`config.mk`:
```
export PLATFORM = sky130hd
export DESIGN_NAME = alu_4bit_arbiter
export DESIGN_NICKNAME = d
export VERILOG_FILES = /design/src/rtl/alu_4bit_arbiter.sv
export SDC_FILE = /design/constraint.sdc
export NUM_CORES = 1
export LEC_CHECK = 0
export ABC_AREA = 1
export CAP_MARGIN = 20
export CORE_ASPECT_RATIO = 0.8
export CORE_UTILIZATION = 42
export DETAILED_ROUTE_END_ITERATION = 12
export GPL_ROUTABILITY_DRIVEN = 0
export GPL_TIMING_DRIVEN = 0
export PLACE_DENSITY = 0.73
export SYNTH_ARGS = -nofsm -noshare
export SYNTH_HDL_FRONTEND = slang
export SYNTH_SLANG_ARGS = --single-unit
export TNS_END_PERCENT = 30
```
`constraint.sdc`:
```
create_clock -name clk -period 6.15 [get_ports clk]
set_input_delay 1.5375 -clock clk [delete_from_list [all_inputs] [get_ports clk]]
set_output_delay 1.5375 -clock clk [all_outputs]
set_load 0.005 [all_outputs]
```
`src/rtl/alu_4bit_arbiter.sv`:
```
// Two-requester round-robin arbiter in front of a 4-bit ALU. The result is registered one cycle after accept.
// A single response slot is held until rsp_ready. Both requester readies stay low while the slot is occupied.
module alu_4bit_arbiter #(
  parameter int CNT_W = 8
) (
  input  logic             clk,
  input  logic             rst_n,
  input  logic             req0_valid,
  output logic             req0_ready,
  input  logic [3:0]       req0_a,
  input  logic [3:0]       req0_b,
  input  logic [1:0]       req0_sel,
  input  logic             req1_valid,
  output logic             req1_ready,
  input  logic [3:0]       req1_a,
  input  logic [3:0]       req1_b,
  input  logic [1:0]       req1_sel,
  output logic             rsp_valid,
  input  logic             rsp_ready,
  output logic [3:0]       rsp_result,
  output logic             rsp_zero,
  output logic             rsp_id,
  output logic [CNT_W-1:0] done_cnt0,
  output logic [CNT_W-1:0] done_cnt1
);

  typedef enum logic {S_IDLE = 1'b0, S_RESP = 1'b1} state_t;

  state_t           r_state;
  state_t           w_state_nxt;
  logic             r_ptr;
  logic [3:0]       r_res;
  logic             r_zero;
  logic             r_id;
  logic [CNT_W-1:0] r_cnt0;
  logic [CNT_W-1:0] r_cnt1;

  logic             w_gnt_vld;
  logic             w_gnt_id;
  logic             w_acc;
  logic             w_rsp_hs;
  logic [3:0]       w_a;
  logic [3:0]       w_b;
  logic [1:0]       w_sel;
  logic [3:0]       w_res;

  // r_ptr holds the last served index; on a tie the other requester wins.
  assign w_gnt_vld = req0_valid | req1_valid;
  assign w_gnt_id  = req1_valid & (~req0_valid | ~r_ptr);

  always_ff @(posedge clk or negedge rst_n) begin
    if (!rst_n) begin
      r_state <= S_IDLE;
    end else begin
      r_state <= w_state_nxt;
    end
  end

  always_comb begin
    w_state_nxt = r_state;
    case (r_state)
      S_IDLE:  if (w_acc)     w_state_nxt = S_RESP;
      S_RESP:  if (rsp_ready) w_state_nxt = S_IDLE;
      default: w_state_nxt = S_IDLE;
    endcase
  end

  always_comb begin
    req0_ready = 1'b0;
    req1_ready = 1'b0;
    w_acc      = 1'b0;
    w_rsp_hs   = 1'b0;
    if (r_state == S_IDLE) begin
      req0_ready = w_gnt_vld & ~w_gnt_id;
      req1_ready = w_gnt_vld &  w_gnt_id;
      w_acc      = w_gnt_vld;
    end else begin
      w_rsp_hs   = rsp_ready;
    end
  end

  assign w_a   = w_gnt_id ? req1_a   : req0_a;
  assign w_b   = w_gnt_id ? req1_b   : req0_b;
  assign w_sel = w_gnt_id ? req1_sel : req0_sel;

  always_comb begin
    w_res = 4'd0;
    case (w_sel)
      2'b00: w_res = w_a + w_b;
      2'b01: w_res = w_a + ~w_b + 4'd1;
      2'b10: w_res = w_a & w_b;
      2'b11: w_res = w_a | w_b;
      default: w_res = 4'd0;
    endcase
  end

  always_ff @(posedge clk or negedge rst_n) begin
    if (!rst_n) begin
      r_res  <= 4'd0;
      r_zero <= 1'b0;
      r_id   <= 1'b0;
      r_ptr  <= 1'b1;
    end else if (w_acc) begin
      r_res  <= w_res;
      r_zero <= (w_res == 4'd0);
      r_id   <= w_gnt_id;
      r_ptr  <= w_gnt_id;
    end
  end

  // Counters saturate at all-ones rather than wrapping.
  always_ff @(posedge clk or negedge rst_n) begin
    if (!rst_n) begin
      r_cnt0 <= '0;
      r_cnt1 <= '0;
    end else if (w_rsp_hs) begin
      if (!r_id && (r_cnt0 != '1)) r_cnt0 <= r_cnt0 + 1'b1;
      if ( r_id && (r_cnt1 != '1)) r_cnt1 <= r_cnt1 + 1'b1;
    end
  end

  assign rsp_valid  = (r_state == S_RESP);
  assign rsp_result = r_res;
  assign rsp_zero   = r_zero;
  assign rsp_id     = r_id;
  assign done_cnt0  = r_cnt0;
  assign done_cnt1  = r_cnt1;

endmodule

```
==> metrics.md <==
| Metric | Value |
|---|---|
| Largest driver fanout on the critical path | `10` |
| Ranking of synthesized cells by instance count | `41 x sky130_fd_sc_hd__nand2_1, 34 x sky130_fd_sc_hd__inv_1, 23 x sky130_fd_sc_hd__dfrtp_1, 23 x sky130_fd_sc_hd__nand3_1, 16 x sky130_fd_sc_hd__nor2_1` |
| Startpoint Class | `input port` |
| Clock edge transition at the registers on the reported setup and hold paths | `80 ps` |
| Endpoint class of the critical path | `primary output` |
| Cell taking the most area after synthesis | `sky130_fd_sc_hd__dfrtp_1` |
| End-of-flow core utilization | `0.6053` |
| Number of flops mapped to enable cells by yosys | `0` |
| Placed cell area | `0.002230 mm2` |
| Worst rel slew slack | `0.4912` |
| Vias | `1455` |
| Layout fillers | `354` |
| First-pass GRT wire length | `5706 um` |
| Row cnt | `20` |
| Cell chosen for the clock root | `sky130_fd_sc_hd__clkbuf_8` |
| Average wire length per cell after detail routing | `10.67 um` |
| Cell with the most instances after synthesis | `sky130_fd_sc_hd__nand2_1` |
| Unique cell type count in the Yosys netlist | `27` |
| Worst Hold Class | `register to register` |
| Post-synthesis register bit count | `24` |
| Setup slack after placement | `1284 ps` |
| First-pass iteration count of the detailed router | `4` |
| Storage cell area | `601.8 um2` |
| Area share of the leading cell type in the synthesized netlist | `0.3446` |
| Tightest hold margin | `485.2 ps` |
| Actual slew at the worst max-slew pin | `755.2 ps` |
| Mean post-synth cell area | `7.992 um2` |
| Max Cap Violations | `0` |
| Max Freq | `0.2060 GHz` |
| Post-CTS Setup Inserts | `0` |
| Final global-route overflow total | `0` |
| Bufs and invs on worst path | `3` |
| H-tree levels | `1` |
| Fin area | `0.002302 mm2` |
| Worst IR drop on VDD | `0.0002095 V` |
| Commonest register cell after synthesis | `sky130_fd_sc_hd__dfrtp_1` |
| Fraction of registers with async set/reset | `1.000` |
| DRC viols | `0` |
| Worst Path Class, Setup | `input port to primary output` |
| P per Cell Area | `271.0 mW/mm2` |
| Final sum of negative setup slack | `0 ps` |
| Width of the chip | `72.51 um` |
| Slowest CP cell | `sky130_fd_sc_hd__clkdlybuf4s50_1` |
| Final slew viol count | `0` |
| Count of boundary I/O pins | `50` |
| Seq/Total Area, Yosys | `0.3603` |
| Starting utilization of the core area | `0.4391` |
| DP HPWL | `2695 um` |
| Number of clock sinks | `24` |
| TritonCTS clock tree | `built` |
| Largest net degree at the start of global routing | `25` |
| Hold Buf Count CTS | `0` |
| Count of port buffers added during placement | `49` |
| Delay of the slowest critical-path stage | `580 ps` |
| Yosys synthesis warning count | `0` |
| Setup repair after global routing missed its margin | `false` |
| Total global-route track usage | `0.1722` |
| Mapped Cells | `209` |
| Standard cell core area | `0.003804 mm2` |
| Number of hold violations in the final report | `0` |
| Vias in the first global route | `1274` |
| Arrival time of data at the critical path endpoint | `3320 ps` |
| Clock Skews | `2.239 ps` |
| Period Utilization, post-route | `0.7893` |
| Ordered list of cells on the worst path | `clkdlybuf4s50_1, nor2_1, nor2_1, clkinv_1, nor2_1, clkdlybuf4s50_1` |
| Drt total wl | `3394 um` |
| Shortest clock period the worst path allows after layout | `4854 ps` |
| Die span in y | `58.41 um` |
| Delay-heaviest family, CP | `buffers and inverters` |
| 1st-iter DRT viols | `128` |
| Result of the run | `completed` |
| Ant. Diodes | `0` |
| Required arrival time at the worst endpoint | `4610 ps` |
| Insertion delay to the later sink of the worst-skew pair | `260 ps` |
| ANT nets after route | `0` |
| Number of failing setup endpoints in the final timing report | `0` |
| Maximum number of buffers from clock root to sink | `2` |
| Total Die Area | `0.004235 mm2` |
| Via-to-Cell Ratio | `4.575` |
| Number of antenna violations at the first check in global routing | `0` |
| Cell Area, Synth | `0.001670 mm2` |
| # resized after CTS | `0` |
| Syn Nets | `249` |
| Top cells by area, synth | `sky130_fd_sc_hd__dfrtp_1 34%, sky130_fd_sc_hd__ha_1 9.7%, sky130_fd_sc_hd__nand2_1 9.2%` |
| Number of nets in the finished design | `304` |
| Number of clock buffers inserted by TritonCTS | `3` |
| Layout overhead on the synthesized area | `37.83%` |
| Setup ws final | `1296 ps` |
| Ratio of cells with drive above 1 in the final layout | `0.07605` |
| Most Frequent Cell on Critical Path | `sky130_fd_sc_hd__nor2_1` |
| LEAKAGE | `1.117 nW` |
| Multi-input gate area in the final layout | `920.9 um2` |
==> per-layer routing <==
layer	vias up	wire, um	GRT usage	share of wire
met4	0	0	0.02521	0
met3	0	157	0.03253	0.046
met2	28	1464	0.2617	0.43
met5	-	0	0	0
li1	770	-	-	-
met1	657	1771	0.2597	0.52
==> registers in the layout, summed over array words and instances (netlist names) <==
| signal | flops |
|---|---|
| done_cnt0 | 8 |
| done_cnt1 | 8 |
| r_ptr | 1 |
| rsp_id | 1 |
| rsp_result | 4 |
| rsp_valid | 1 |
| rsp_zero | 1 |
==> stage by stage <==
stage	std cells	total power (W)
final	318	0.0006239
after global routing	318	0.0006774
after CTS	317	0.0006284
after detailed placement	313	0.0005307
after global placement	313	0.0005261
after floorplan	209	0.0003896
==> cell type report <==
cell class | count | share of cell area
Timing Repair Buffer | 50 | 0.2250
Buffer | 2 | 0.007065
Sequential cell | 24 | 0.2614
Multi-Input combinational cell | 148 | 0.4000
Inverter | 35 | 0.05707
Tap cell | 55 | 0.02989
Clock buffer | 4 | 0.01957
==> tightest hold or removal path, stage by stage, from the launching register on <==
cell and delay (ps):
sky130_fd_sc_hd__dfstp_2 380, sky130_fd_sc_hd__nand2_1 50, sky130_fd_sc_hd__nand2_1 50
==> path summary, 6_finish.rpt <==
| check | start | to | slack (ps) | depth (start not counted) |
|---|---|---|---|---|
| worst max-delay path | req1_valid | req0_ready | 1300 | 6 |
| worst min-delay path | r_ptr | r_ptr | 490 | 2 |
| worst max register to register | r_ptr | rsp_zero | 3520 | 15 |
| max in group asynchronous | rst_n | r_ptr | 4070 | 2 |
| worst min register to register | r_ptr | r_ptr | 490 | 2 |
| min in group asynchronous | rst_n | done_cnt0[3] | 1570 | 1 |
==> power breakdown <==
group / internal (W) / switching (W)
combinational: 0.000161 / 0.000115
clock: 0.0000462 / 0.0000490
sequential: 0.000205 / 0.0000475
total: 0.000412 / 0.000212
==> placed cells by master, fill, tap and decap left out <==
cell,count
sky130_fd_sc_hd__nor2_1,16
sky130_fd_sc_hd__clkbuf_1,1
sky130_fd_sc_hd__nor2_2,1
sky130_fd_sc_hd__inv_1,34
sky130_fd_sc_hd__or2_2,2
sky130_fd_sc_hd__ha_1,13
sky130_fd_sc_hd__fa_1,2
sky130_fd_sc_hd__nand2_4,4
sky130_fd_sc_hd__xnor2_1,9
sky130_fd_sc_hd__nor3_1,1
sky130_fd_sc_hd__a21oi_1,3
sky130_fd_sc_hd__nor3_2,1
sky130_fd_sc_hd__nand4_1,2
sky130_fd_sc_hd__dfrtp_1,23
sky130_fd_sc_hd__o21ai_0,13
sky130_fd_sc_hd__o21ai_1,1
sky130_fd_sc_hd__mux2_2,2
sky130_fd_sc_hd__nand3_2,1
sky130_fd_sc_hd__o22ai_1,1
sky130_fd_sc_hd__nand2_2,2
sky130_fd_sc_hd__dfstp_2,1
sky130_fd_sc_hd__clkdlybuf4s50_1,49
sky130_fd_sc_hd__nand3_1,23
sky130_fd_sc_hd__nand2_1,41
sky130_fd_sc_hd__nand3b_1,4
sky130_fd_sc_hd__buf_6,1
sky130_fd_sc_hd__buf_2,1
sky130_fd_sc_hd__clkinv_1,1
sky130_fd_sc_hd__xor2_1,6
sky130_fd_sc_hd__clkbuf_8,3
sky130_fd_sc_hd__buf_16,1
==> logic make-up (layout without fill, tap and decap cells) <==
group / count (synthesis) / after routing / synth area share
AOI/OAI and AO/OA: 18 / 18 / 0.05468
and+or+nand+nor: 98 / 98 / 0.2831
adders and majority gates: 15 / 15 / 0.1214
xor gates and xnor gates: 15 / 15 / 0.07865
DFF: 24 / 24 / 0.3603
muxes: 2 / 2 / 0.01348
buffers and inverters: 37 / 91 / 0.08838
(Power assumes the default switching activity.)
==> RTL edit 1: new RTL, same settings <==
`CNT_W`: 8 -> 9.
--- a/src/rtl/alu_4bit_arbiter.sv
+++ b/src/rtl/alu_4bit_arbiter.sv
@@ -2,5 +2,5 @@
 // A single response slot is held until rsp_ready. Both requester readies stay low while the slot is occupied.
 module alu_4bit_arbiter #(
-  parameter int CNT_W = 8
+  parameter int CNT_W = 9
 ) (
   input  logic             clk,
Ports: changed (resized done_cnt0 and done_cnt1); port bits go from 50 to 52. The function was not compared with the original's and may differ.
==> RTL edit 1 against the original RTL <==
- count of clock-buffer cells in the layout did not move
- worst setup slack improved by 0.13 ns
- wire length increased by 12%
- worst hold slack worse by 0.0019 ns
- register-to-register slack worse by 0.06 ns
- total power increased by 18%
- non-clock buffer count increased by 3
- via count up 7.8%
- critical path depth shrank 2
- design area up 6.6%
- area after synthesis rose by 7.3%
- sequential cell count increased by 2
- critical path type unchanged
- largest cell class unchanged
- largest power group unchanged
- highest routed layer unchanged
==> RTL edit 1: results (changes against the original RTL) <==
Status
  – Outcome: complete, no violations

Route
  – DRC violation total after the first TritonRoute iteration: 66 (-48%)
  – Number of vias in the routed layout: 1568 (+7.8%)
  – Met2 routed WL: 1680 um (+14%)
  – Routed length per placed instance: 11.3 um (+5.5%)
  – Amount of wire on met3 after detailed routing: 185 um (+18%)
  – Post-Route M1 WL: 1960 um (+10%)
  – Total wirelength of the detailed-routed design: 3820 um (+12%)

Place
  – Post-Place Setup Slack: 1.44 ns (+0.151 ns)
  – Number of placed instances, taps included: 335 (+7.0%)
  – Area post-placement: 2400 um^2 (+7.6%)
  – Count of buffers inserted at the top-level ports: 51 (+4.1%)

Global routing
  – Pin count of the biggest net entering global routing: 21 (-16%)
  – GRT Util Overall: 18.6% (+1.4 points)
  – Via count of the first global-routing pass: 1518 (+19%)
  – Global-route wire length before repair: 6490 um (+14%)

Yosys
  – Area contributors post-synth: sky130_fd_sc_hd__dfrtp_1 35%, sky130_fd_sc_hd__nand2_1 11%, sky130_fd_sc_hd__ha_1 10%
  – Synthesized net count: 270 (+8.4%)
  – Synth unique cells: 28 (+3.7%)
  – Seq/Total Area, Yosys: 36.4% (+0.35 points)
  – Most frequent cells after synthesis: 53 x sky130_fd_sc_hd__nand2_1, 37 x sky130_fd_sc_hd__inv_1, 25 x sky130_fd_sc_hd__dfrtp_1
  – Gate count of the mapped netlist: 228 (+9.1%)

Cells and area
  – Number of nets in the final layout: 327 (+7.6%)
  – Proportion of layout cells with a drive suffix above 1: 9.51% (+1.9 points)

Setup path
  – Max FO, Critical Path: 8 (-2)
  – Cell type of the slowest stage on the worst timing path: sky130_fd_sc_hd__o21ai_1
  – R2r setup slk: 3.46 ns (-0.06 ns)
  – Arrival time of data at the critical path endpoint: 3.19 ns (-0.13 ns)

Power
  – Pleak: 1.26 nW (+13%)
  – Sw Ratio: 36.3% (+2.4 points)
  – IR Drop Worst-Case VDD: 0.171 mV (-19%)

STA
  – Fin crit period: 4.73 ns (-0.127 ns)
  – Clock tree skew after final layout: 0.00508 ns (+0.00284 ns)
  – Max transition margin: 58.0% (+8.9 points)
[RTL edit 1: how the worst min path moves through the flow]
stage / to / slack (ns) / cells after the start
finish: r_ptr$_DFFE_PN1P_ / 0.48 / 2
global route: r_ptr$_DFFE_PN1P_ / 0.52 / 2
CTS: r_ptr$_DFFE_PN1P_ / 0.48 / 2
detailed placement: rsp_result[1]$_DFFE_PN0P_ / 0.46 / 2
global placement: r_ptr$_DFFE_PN1P_ / 0.46 / 2
floorplan: r_ptr$_DFFE_PN1P_ / 0.45 / 2
[RTL edit 1: power groups by stage]
stage / logic [W] / clock network, W / registers (W)
floorplan: 0.000178 / 0 / 0.000281
global placement: 0.000336 / 0 / 0.000285
detailed placement: 0.000349 / 0 / 0.000285
CTS: 0.000352 / 0.000113 / 0.000282
global route: 0.000397 / 0.000116 / 0.000291
finish: 0.000347 / 0.000109 / 0.000282
[RTL edit 1: kinds of logic after synthesis]
logic type	after synthesis	share of synthesized area (%)
fa+ha+maj	17	12.7
simple gates	112	29.8
xor+xnor	15	7.33
buf+inv	43	9.57
flops	26	36.4
compound gates	15	4.19
[RTL edit 1: critical path, delay by kind of cell]
kind            cells  cell delay (ns)
compound gates      1             0.56
simple gates        1             0.11
buf+inv             2             0.99
[RTL edit 1: per-layer routing]
metal | vias up | global-route usage [%]
met5 | - | 0
met4 | 0 | 2.16
met3 | 0 | 4.65
met2 | 33 | 30.2
met1 | 714 | 26.0
li1 | 821 | -
[RTL edit 1: area by class of cell]
cell class	count	area [um^2]
Multi-Input combinational cell	159	968
Buffer	3	21.3
Timing Repair Buffer	52	538
Inverter	40	150
Tap cell	55	68.8
Clock buffer	4	55.1
Sequential cell	26	652
Fill cell	374	1480
==> RTL edit 2: new RTL, same flow settings <==
Made on the original files. Register the output `done_cnt1` once more, cleared by the reset; this adds one clock of latency there. The other outputs are not delayed to match.
--- a/src/rtl/alu_4bit_arbiter.sv
+++ b/src/rtl/alu_4bit_arbiter.sv
@@ -125,5 +125,11 @@
   assign rsp_id     = r_id;
   assign done_cnt0  = r_cnt0;
-  assign done_cnt1  = r_cnt1;
+  always_ff @(posedge clk or negedge rst_n) begin
+    if (!rst_n) begin
+      done_cnt1 <= '0;
+    end else begin
+      done_cnt1 <= r_cnt1;
+    end
+  end
 
 endmodule
Function: changed (Yosys sat finds a counterexample within 4 cycles, from zero or initial values and one cycle with rst_n low).
==> RTL edit 2 against the original RTL <==
- global-route usage increased by 0.43 points
- worst setup slack improved by 0.061 ns
- area after synthesis up 17%
- total power up 45%
- synthesized cell count increased by 8.6%
- cell count is 7.5% higher
- design area increased by 16%
- sequential cell count grew 8
- maximum frequency increased by 1.3%
- sequential share of layout area increased by 4.0 points
- wire length is 12% higher
- count of clock-buffer cells in the layout grew 1
- largest cell class unchanged
==> RTL edit 2: results (changes against the original RTL) <==
Global routing
  – Global-route wire length before repair: 6690 um (+17%)
  – Via count of the first global-routing pass: 1464 (+15%)
  – Pin count of the biggest net entering global routing: 22 (-12%)

Cells and area
  – Proportion of layout cells with a drive suffix above 1: 12.6% (+5.0 points)
  – Count of plain and timing-repair buffers: 54 (+3.8%)
  – Non-clk buf share: 20.7% (-2.5 points)
  – Clock buf count: 5 (+1)
  – Number of nets in the final layout: 324 (+6.6%)
  – Final design area excluding fillers: 2660 um^2 (+16%)

Place
  – Number of placed instances, taps included: 334 (+6.7%)
  – HPWL after DPL: 2950 um (+9.5%)

STA
  – WHS: 0.411 ns (-0.0740 ns)
  – Measured slew at the worst slew-check pin: 0.781 ns (+0.0254 ns)
  – Worst Setup Slack, final: 1.36 ns (+0.0610 ns)
  – Clock tree skew after final layout: 0.00393 ns (+0.00169 ns)

Yosys
  – Fraction of synthesized cell area in xor and xnor cells: 6.26% (-1.6 points)
  – Synthesized area divided by synthesized cell count: 8.63 um^2 (+8.0%)
  – Most frequent cells after synthesis: 42 x sky130_fd_sc_hd__nand2_1, 36 x sky130_fd_sc_hd__inv_1, 31 x sky130_fd_sc_hd__dfrtp_1
  – Synth Area in Adders: 10.3% (-1.8 points)
  – Synthesized net count: 267 (+7.2%)
  – Seq/Total Area, Yosys: 40.9% (+4.9 points)
  – Share of synthesized area spent on multiplexers: 2.30% (+0.95 points)

CTS
  – H-Tree Depth: 2 (+1)
  – Later-pin clock latency in the skew report: 0.28 ns (+0.02 ns)

Route
  – Number of vias in the routed layout: 1598 (+9.8%)
  – DRC violation total after the first TritonRoute iteration: 63 (-51%)

Power
  – IR Drop Worst-Case VDD: 0.172 mV (-18%)
  – Pleak: 1.31 nW (+18%)
  – Combinational Power Share: 40.6% (-3.7 points)

Setup path
  – Max FO, Critical Path: 9 (-1)
  – Arrival time of data at the critical path endpoint: 3.26 ns (-0.06 ns)

Status
  – Outcome: complete, no violations
==> RTL edit 2: cell types whose count changed in the layout (fill, tap and decap cells not counted), sizes merged, moves of 4 or more <==
cell / before / now
xnor2: 9 / 4
dfrtp: 23 / 31
xor2: 6 / 10
nand2: 47 / 51
==> RTL edit 2: path summary, 6_finish.rpt <==
check | startpoint | to | depth (start not counted)
min | r_cnt1[0]$_DFFE_PN0P_ | done_cnt1[0]$_DFF_PN0_ | 0
max | req1_valid | req0_ready | 6
max in group asynchronous | rst_n | r_ptr$_DFFE_PN1P_ | 2
min in group asynchronous | rst_n | done_cnt0[5]$_DFFE_PN0P_ | 1
min reg2reg | r_cnt1[0]$_DFFE_PN0P_ | done_cnt1[0]$_DFF_PN0_ | 0
max reg2reg | r_ptr$_DFFE_PN1P_ | rsp_zero$_DFFE_PN0P_ | 17
==> RTL edit 2: metal layers <==
layer  global-route usage (%)  share of wire (%)
met1                     25.0                 52
met2                     26.2                 42
met3                     4.78                5.3
met4                     5.56                1.4
met5                        0                  0
